**src/rtl/rr_arb_pkg.sv**
```systemverilog
// rr_arb_pkg: shared state encoding and index helpers for the round-robin arbiter.
package rr_arb_pkg;
  typedef enum logic [1:0] {IDLE, GRANT, RELEASE} state_t;
  function automatic int idx_w(input int n);
    return (n > 2) ? $clog2(n) : 1;
  endfunction
  function automatic int inc_mod(input int v, input int n);
    return (v + 1 >= n) ? 0 : v + 1;
  endfunction
endpackage

```
**src/rtl/rr_pick.sv**
```systemverilog
// rr_pick: combinational round-robin winner search starting at ptr, wrapping at N.
module rr_pick
  import rr_arb_pkg::*;
#(
  parameter int N  = 4,
  parameter int IW = idx_w(N)
) (
  input  logic [N-1:0]  req,
  input  logic [IW-1:0] ptr,
  output logic [IW-1:0] idx,
  output logic          valid
);
  logic [N-1:0] hi;
  always_comb begin
    hi = '0;
    for (int i = 0; i < N; i++) hi[i] = req[i] && (i >= int'(ptr));
    idx = '0;
    // lowest request overall is the wraparound fallback; a hit at/above ptr overrides it
    for (int i = N - 1; i >= 0; i--) if (req[i]) idx = IW'(i);
    for (int i = N - 1; i >= 0; i--) if (hi[i]) idx = IW'(i);
  end
  assign valid = |req;
endmodule

```
**src/rtl/rr_resource_arbiter.sv**
```systemverilog
// rr_resource_arbiter: N-way round-robin grant FSM with hold limit and a one-cycle
// release slot between owners for bus turnaround.
module rr_resource_arbiter
  import rr_arb_pkg::*;
#(
  parameter int N        = 4,
  parameter int MAX_HOLD = 16,
  localparam int IW      = idx_w(N),
  localparam int CW      = idx_w(MAX_HOLD)
) (
  input  logic          clock,
  input  logic          reset,
  input  logic [N-1:0]  req,
  input  logic [N-1:0]  done,
  output logic [N-1:0]  grant,
  output logic [IW-1:0] owner,
  output logic          busy,
  output logic          timeout
);
  state_t        state, state_n;
  logic [IW-1:0] ptr, ptr_n, owner_n, win;
  logic [CW-1:0] cnt, cnt_n;
  logic [N-1:0]  grant_n;
  logic          timeout_n, win_ok, hold_done, hold_drop, at_limit, leave;

  rr_pick #(.N(N), .IW(IW)) u_pick (
    .req   (req),
    .ptr   (ptr),
    .idx   (win),
    .valid (win_ok)
  );

  assign hold_done = done[owner];
  assign hold_drop = !req[owner];
  assign at_limit  = cnt == CW'(MAX_HOLD - 1);
  assign leave     = hold_done | hold_drop | at_limit;
  assign busy      = |grant;

  always_ff @(posedge clock or posedge reset) begin
    if (reset) begin
      state   <= IDLE;
      grant   <= '0;
      owner   <= '0;
      ptr     <= '0;
      cnt     <= '0;
      timeout <= 1'b0;
    end else begin
      state   <= state_n;
      grant   <= grant_n;
      owner   <= owner_n;
      ptr     <= ptr_n;
      cnt     <= cnt_n;
      timeout <= timeout_n;
    end
  end

  always_comb begin
    state_n = (state == IDLE)  ? (win_ok ? GRANT : IDLE) :
              (state == GRANT) ? (leave ? RELEASE : GRANT) : IDLE;
  end

  always_comb begin
    grant_n   = grant;
    owner_n   = owner;
    ptr_n     = ptr;
    cnt_n     = cnt;
    timeout_n = 1'b0;
    if (state == IDLE && win_ok) begin
      grant_n = N'(1) << win;
      owner_n = win;
      cnt_n   = '0;
    end
    // timeout only flags a revocation the owner did not ask for itself
    if (state == GRANT) begin
      grant_n   = leave ? '0 : grant;
      cnt_n     = leave ? cnt : cnt + CW'(1);
      timeout_n = at_limit & !hold_done & !hold_drop;
    end
    if (state == RELEASE) ptr_n = IW'(inc_mod(int'(owner), N));
  end
endmodule

```
**config.mk**
```make
export PLATFORM = sky130hd
export DESIGN_NAME = rr_resource_arbiter
export DESIGN_NICKNAME = d
export VERILOG_FILES = /design/src/rtl/rr_arb_pkg.sv /design/src/rtl/rr_pick.sv /design/src/rtl/rr_resource_arbiter.sv
export SDC_FILE = /design/constraint.sdc
export NUM_CORES = 1
export LEC_CHECK = 0
export CAP_MARGIN = 20
export CELL_PAD_IN_SITES_DETAIL_PLACEMENT = 0
export CELL_PAD_IN_SITES_GLOBAL_PLACEMENT = 2
export CORE_MARGIN = 10
export CORE_UTILIZATION = 28
export CTS_BUF_LIST = sky130_fd_sc_hd__clkbuf_4 sky130_fd_sc_hd__clkbuf_8
export CTS_CLUSTER_SIZE = 10
export DETAILED_ROUTE_END_ITERATION = 8
export GPL_ROUTABILITY_DRIVEN = 0
export PLACE_DENSITY_LB_ADDON = 0.1
export SLEW_MARGIN = 20
export SYNTH_ARGS = -nofsm -noshare
export SYNTH_HDL_FRONTEND = slang
export SYNTH_SLANG_ARGS = --single-unit
```
**constraint.sdc**
```tcl
create_clock -name clock -period 1.7 [get_ports clock]
set_input_delay 0.255 -clock clock [delete_from_list [all_inputs] [get_ports clock]]
set_output_delay 0.255 -clock clock [all_outputs]
set_load 0.01 [all_outputs]
```
======== Yosys cells after proc, flatten, opt, wreduce, memory -nomap -nowiden ========
Index checks and enable logic that the tools add are counted.
storage, ports and cells
  logic and storage cells ................. 58
  bits of input ports ..................... 10
  bits in registers ....................... 15
  output and inout bits ................... 8
operators by class
  reduce and logical (&&, ||, !) cells .... 12
  multiplexer cells ....................... 23
  $add $sub $neg .......................... 2
  bitwise operators ....................... 4
  shift operators ......................... 1
  $lt $le $gt $ge ......................... 5
  equality and inequality tests ........... 5
operators with widths
  operator             count
  $mux 4               6
  $mux 2               11
  $reduce_or 4->1      2
  $add 4x1->4 const B  1
  $bmux 1 s2           2
  $eq 4x4->1 const B   1
  $ge 1x2->1 const A   2
  $logic_and 1x1->1    4
  $mux 1               4
  $ne 2x2->1 const B   2
  $reduce_and 2->1     2
  $shl 1x2->4 const A  1
  $add 2x1->3 const B  1
  $ge 3x3->1 const B   1
  $lt 2x3->1 const B   1
  $and 1x1->1          2
  $eq 2x1->1 const B   1
  $eq 2x2->1 const B   1
  $ge 2x2->1 const A   1
  $logic_not 1->1      2
  $logic_not 2->1      1
  $or 1x1->1           2
  $reduce_bool 2->1    1

======== Depth between registers and ports, before layout ========
Gate-level depths: netlist of run 1.
  depth in word-level cells ............... 10
  mapped depth ............................ 5

======== Hierarchy ========
From an unflattened synthesis of run 1, not the netlist that was laid out.
unflattened totals
  cell total of the unflattened synthesis .. 86
  area total of the unflattened synthesis .. 893.4 um^2
by module, submodules not included
  module               area an instance (um^2)  cells each  times used
  rr_resource_arbiter  815.8                    74          1
  rr_pick              77.6                     12          1

======== Least setup slack after synthesis of run 1 ========
Ideal clock, no wire load.
  path kind ............................... register -> register
  from .................................... register owner[1]
  to ...................................... register cnt[2]
  buffers on the path ..................... 0
  setup time .............................. 0.131 ns
  stages on the path, launching flop included .. 4
  required time ........................... 1.569 ns
  setup slack ............................. -0.066 ns
  arrival ................................. 1.635 ns
  period minus slack after synthesis ...... 1.766 ns
  path through ............................ dfrtp_1 -> mux4_2 -> o311a_1 -> or3_1
on the way
  word-level cells in the longest chain between the ends .. 7
  elaborated cells on any way between the ends .. 9
  those cells by class .................... eq/ne (1); mux (4); bitwise (2); reduce/logical (2)
RTL lines
  what                            RTL line                   source
  from (decl)                     rr_resource_arbiter.sv:16  output logic [IW-1:0] owner,
  from (signal assigned)          rr_resource_arbiter.sv:50  owner <= owner_n;
  $bmux 1 s2                      rr_resource_arbiter.sv:34  assign hold_drop = !req[owner];
  $mux 1 (not written as such)    rr_resource_arbiter.sv:34
  $logic_not 1->1                 rr_resource_arbiter.sv:34
  $or 1x1->1 (*) (2 in a row)     rr_resource_arbiter.sv:36  assign leave = hold_done | hold_drop | at_limit;
  $ne 2x2->1 (no line) (*)        n/a
  $reduce_and 2->1 (no line) (*)  n/a
  to (signal assigned)            rr_resource_arbiter.sv:52  cnt <= cnt_n;
  to (decl)                       rr_resource_arbiter.sv:22  logic [CW-1:0] cnt, cnt_n;
Every way passes the cells marked *; elsewhere a longest branch is shown, timed or not. The select of a mux whose other input is x is not followed.
A chain may end at the register's enable or synchronous reset.

======== Final worst setup path of run 1 ========
Ends and elaborated chain as after synthesis.

==> qor.txt, run 1 <==
DR pass1 iterations -> 4
Net Sw Frac -> 38.6%
CP endpoint kind -> register
Peak fanout along the critical path -> 3
Std cell rows -> 19
Worst reg2reg endpoint -> cnt[2]
Via count -> 706
Synth cell types -> 30
Tot Pwr -> 1670 uW
CTS sink count -> 15
Number of max-cap violations -> 0
Status -> completed
Final hold vios -> 0
Area leader, netlist -> dfrtp_1
Largest cells by area after synthesis -> dfrtp_1 (47%), nand2b_1 (4.7%), nand2_1 (3.3%)
Clock Path Buffers -> 2
First-pass GRT wire length -> 3640 um
RSZ-0062 raised after global routing -> no
Max Fclk -> 616 MHz
Diodes inserted -> 0
Slew HR -> 61.9%
Antenna Nets Post-Route -> 0
Ys flop type -> dfrtp_1
Leakage -> 0.000556 uW
Setup crit start kind -> register
Worst Skew -> 10.2 ps
Req. time, crit path -> 1880 ps
Global route overflow -> 0
# DRC -> 0
Most common cell in the synthesized netlist -> dfrtp_1
Vias in the first global route -> 753
Slew Limit Fails -> 0
Number of DRC markers in iteration 0 -> 30
Clock Root Buffer -> clkbuf_4
Crit path kind -> register to register
RR Startpoint -> owner[1]
Clock network fraction of total power -> 12.4%
Port Buffers -> 17
Area share of the largest cell type after synthesis -> 47.0%
Post-synth ARST share -> 100%
Reg2reg path depth -> 3
Fin nets -> 126
EDFF count, synth -> 0
Mapped Area -> 798 um^2
Worst-Margin Slew -> 570 ps
Fill count -> 271
Mean post-synth cell area -> 10.1 um^2
Most instantiated cells after synthesis -> dfrtp_1 (15), nand2_1 (7), inv_1 (6), nand2b_1 (6)
Die area -> 5390 um^2
DIE WIDTH -> 73.4 um
Cell Pwr Density -> 1440 nW/um^2
Combinational power share -> 52.6%
Htree depth -> 1
Sequential fraction of the synthesis area -> 47.0%
Final setup vio count -> 0
Core area -> 2730 um^2
Chip height -> 73.4 um
Io pins -> 18
Initial antenna violation count -> 0
Synthesis Warnings -> 0
Fin crit share -> 95.5%
Cells after Synth -> 79
Post-Syn Nets -> 91
Period minus WS final -> 1620 ps
Layout area overhead -> 44.8%
HP Class -> primary input to asynchronous set/reset pin
Overall routing resource usage -> 8.63%
Worst vdd ir -> 0.000696 V
Share of layout cells above drive strength 1 -> 22.1%
Flops & latches, synth -> 15
Total Wirelength -> 2160 um
Worst-path clk slew -> 90 ps
Hold Buf Count CTS -> 0
Dpl cells -> 138
Starting Density -> 29.2%
DR WL/cell -> 15.0 um
Reg-to-reg slack, setup -> 80 ps
DR vias/cell -> 4.90
TritonCTS clock tree -> done
Power Internal -> 1030 uW
Seq pwr share -> 35.0%
DP Wirelength -> 1680 um
Pin count of the biggest net entering global routing -> 16
Switching power -> 644 uW
Non-filler cells in the finished layout -> 144
CTS buffer count -> 3
Worst skew pair latency -> 290 ps
Crit path DAT -> 1800 ps
## power groups by stage
stage | logic (uW) | clock network, uW | registers, uW
finish | 878 | 206 | 585
global route | 990 | 238 | 603
CTS | 882 | 224 | 582
global placement | 855 | 0 | 592
detailed placement | 854 | 0 | 592
floorplan | 427 | 0 | 603
## timing repair
action | in CTS | in global routing
setup endpoints to repair | 9 | 4
gates resized for setup | 10 | 6
cloned | 0 | 0
setup buffers | 2 | 0
pin swaps | 0 | 1
## metrics by stage
stage / utilization (%) / TNS (ps) / hold slack (ps) / setup WS (ps) / area, um^2
floorplan: - / -23.5 / 156 / -23.5 / 798
global placement: 40.0 / -3510 / 511 / -363 / 1090
detailed placement: 40.0 / -3600 / 506 / -380 / 1090
CTS: 41.4 / 0 / 324 / 10.9 / 1130
global route: 42.3 / 0 / 356 / 15.8 / 1160
finish: 42.3 / 0 / 305 / 75.8 / 1160
## registers in the layout, indices dropped and copies added (netlist names)
name,cells
ptr,2
owner,2
cnt,4
timeout,1
state,2
grant,4
## cells in the final DEF (no fill, tap or decap), types with 2 or more instances in the layout
cell	instances
a22o_1	2
buf_4	14
clkbuf_4	3
clkdlybuf4s50_1	8
dfrtp_1	15
dlygate4sd2_1	5
dlymetal6s2s_1	3
ha_1	2
inv_1	6
mux2i_1	2
nand2_1	7
nand2b_1	4
nand2b_4	2
nand3_1	3
nor2_1	2
nor2b_1	3
nor3_1	2
o21a_1	2
o21ai_0	3
o21bai_1	2
o2bb2ai_1	2
o31ai_1	2
or3_1	2
or4_1	2
## cell type report
type | instances | area, um^2 | area share [%]
Inverter | 6 | 22.5 | 1.95
Clock inverter | 1 | 5.00 | 0.433
Sequential cell | 15 | 375 | 32.5
Multi-Input combinational cell | 57 | 420 | 36.4
Clock buffer | 3 | 22.5 | 1.95
Timing Repair Buffer | 31 | 272 | 23.5
Tap cell | 31 | 38.8 | 3.35
## metal layers
metal | track usage [%] | up-vias | routed length (um)
met5 | 0 | - | 0
met4 | 4.97 | 0 | 53
li1 | - | 363 | -
met2 | 11.9 | 17 | 897
met1 | 11.1 | 321 | 1070
met3 | 3.23 | 5 | 133
## worst max path at each step
stage / end / startpoint / slack (ps)
3_5_place_dp: grant[0] / req[1] / -380
4_1_cts: cnt[2] / done[0] / 10
5_1_grt: cnt[2] / owner[1] / 20
2_1_floorplan: cnt[2] / owner[1] / -20
3_3_place_gp: cnt[2] / req[1] / -360
6_report: cnt[2] / owner[1] / 80
## worst max-delay path, stage by stage, from the launching register on
cell	delay, ps
dfrtp_1	380
mux4_2	540
o311a_1	300
or3_1	300
## kinds of logic after synthesis
family | after synthesis | synth area share (%)
buffers and inverters | 7 | 3.29
AOI/OAI and AO/OA | 20 | 18.7
and+or+nand+nor | 31 | 21.2
muxes | 4 | 6.74
adders and majority gates | 2 | 3.13
DFF | 15 | 47.0
(Power assumes the default switching activity.)
==> run 2, diff against run 1 <==
Settings changed: CORE_ASPECT_RATIO set to 2, SKIP_CTS_REPAIR_TIMING set to 1.
==> run 2 against run 1 <==
Highest routed layer unchanged. Flip-flop and latch count unchanged. Fmax decreased by 8.2%. First-iteration DRC count down 80%. The flow now finishes with violations (negative setup slack). Critical path depth unchanged. Sequential share of layout area is 2.8 points lower. Largest power group unchanged. Via count increased by 4.8%.
==> qor.txt, run 2 (synthesis results as in run 1) <==
DR WL/cell -> 16.1 um
CTS buffer count -> 3
Chip height -> 95.5 um
Failing checks -> negative setup slack
Starting Density -> 29.2%
RR Startpoint -> owner[1]
DP Wirelength -> 1900 um
Most common cell after layout, fill and taps aside -> buf_4
Vias in the first global route -> 792
Final hold vios -> 0
Post-Route Utilization -> 46.2%
Die area -> 5520 um^2
Routing usage on met3 -> 2.66%
Global route overflow -> 0
Met2 Resource Use GR -> 16.6%
Io pins -> 18
Reg-to-reg slack, setup -> -70 ps
TritonCTS clock tree -> done
CTS sink count -> 15
Crit path DAT -> 1900 ps
Peak fanout along the critical path -> 5
Worst reg2reg endpoint -> cnt[2]
Worst-Margin Slew -> 436 ps
Worst Skew -> 1.15 ps
Htree depth -> 1
Setup slack after layout -> -69.6 ps
DR pass1 iterations -> 4
Status -> finished, violations left
RSZ-0062 raised after global routing -> yes
Final setup vio count -> 1
Core area -> 2740 um^2
Dpl ws -> -462 ps
Worst hold slack -> 328 ps
Number of max-cap violations -> 0
# DRC -> 0
Non-filler cells in the finished layout -> 146
Fin crit share -> 104%
Req. time, crit path -> 1830 ps
Worst skew pair latency -> 250 ps
GR Util met1 -> 8.46%
Top flop regs -> cnt x4, grant x4
Cell Pwr Density -> 1510 nW/um^2
HP Class -> primary input to asynchronous set/reset pin
Clock Root Buffer -> clkbuf_8
Layout area overhead -> 58.5%
Overall routing resource usage -> 8.74%
Crit path kind -> register to register
Initial antenna violation count -> 0
Worst-path clk slew -> 60 ps
CP endpoint kind -> register
Share of layout cells above drive strength 1 -> 26.5%
Setup crit start kind -> register
Pin count of the biggest net entering global routing -> 16
Clock Path Buffers -> 2
Gr busiest metal -> met2
Setup_tns -> -69.6 ps
Max Fclk -> 565 MHz
Port Buffers -> 17
Antenna Nets Post-Route -> 0
Reg2reg path depth -> 3
Period minus WS final -> 1770 ps
Via count -> 740
DIE WIDTH -> 57.8 um
Most frequent cells in the layout -> buf_4 (18), dfrtp_1 (15), dlymetal6s2s_1 (9)
DR vias/cell -> 5.07
Slew Limit Fails -> 0
Worst vdd ir -> 0.000721 V
Std cell rows -> 27
Number of DRC markers in iteration 0 -> 6
Leakage -> 0.000647 uW
First-pass GRT wire length -> 3830 um
Total Wirelength -> 2360 um
Slew HR -> 70.7%
Fin nets -> 130
Diodes inserted -> 0
Dpl cells -> 141
==> run 2: cell types whose count changed in the layout (fill, tap and decap cells not counted) <==
cell | before | now
dlymetal6s2s_1 | 3 | 9
dlygate4sd2_1 | 5 | 0
buf_4 | 14 | 18
clkbuf_8 | 0 | 3
clkbuf_4 | 3 | 1
nand2b_1 | 4 | 2
nand2b_4 | 2 | 4
a2111oi_0 | 1 | 0
a2111oi_2 | 0 | 1
buf_2 | 1 | 0
clkinv_2 | 1 | 0
o2bb2ai_2 | 1 | 0
o2bb2ai_4 | 0 | 1
==> run 2: worst max-delay path, stage by stage, from the launching register on <==
cell	delay [ps]
dfrtp_1	370
mux4_2	570
o311a_1	370
or3_1	340
==> run 2: worst max path at each step <==
stage / start / endpoint / slack [ps] / cells past startpoint
detailed placement: req[2] / cnt[2] / -460 / 5
global placement: req[2] / cnt[2] / -440 / 5
floorplan: owner[1] / cnt[2] / -20 / 3
finish: owner[1] / cnt[2] / -70 / 3
global route: owner[1] / cnt[2] / -130 / 3
CTS: grant[1] / busy / -210 / 2
==> run 2: metal layers <==
| layer | share of wire (%) | vias to the layer above |
|---|---|---|
| li1 | - | 367 |
| met1 | 37 | 356 |
| met2 | 58 | 13 |
| met3 | 3.9 | 4 |
| met4 | 1.1 | 0 |
| met5 | 0 | - |
==> run 2: final cells by class <==
| class | instances | area, um^2 |
|---|---|---|
| fill | 265 | 1470 |
| multi-input combinational | 57 | 454 |
| sequential | 15 | 375 |
| timing repair buffer | 35 | 328 |
| clock buffer | 4 | 48.8 |
| tap | 29 | 36.3 |
| inverter | 6 | 22.5 |
==> run 2: metrics by stage <==
stage / power (uW) / area [um^2]
after detailed placement: 1540 / 1130
final: 1910 / 1260
after global placement: 1530 / 1130
after floorplan: 1030 / 798
after CTS: 1860 / 1180
after global routing: 2080 / 1260
==> run 2: power breakdown <==
group          switching (uW)  leakage [uW]  internal, uW
registers                95.0      0.000196           480
clock network             124     0.0000262           182
logic                     469      0.000425           561
total                     688      0.000647          1220
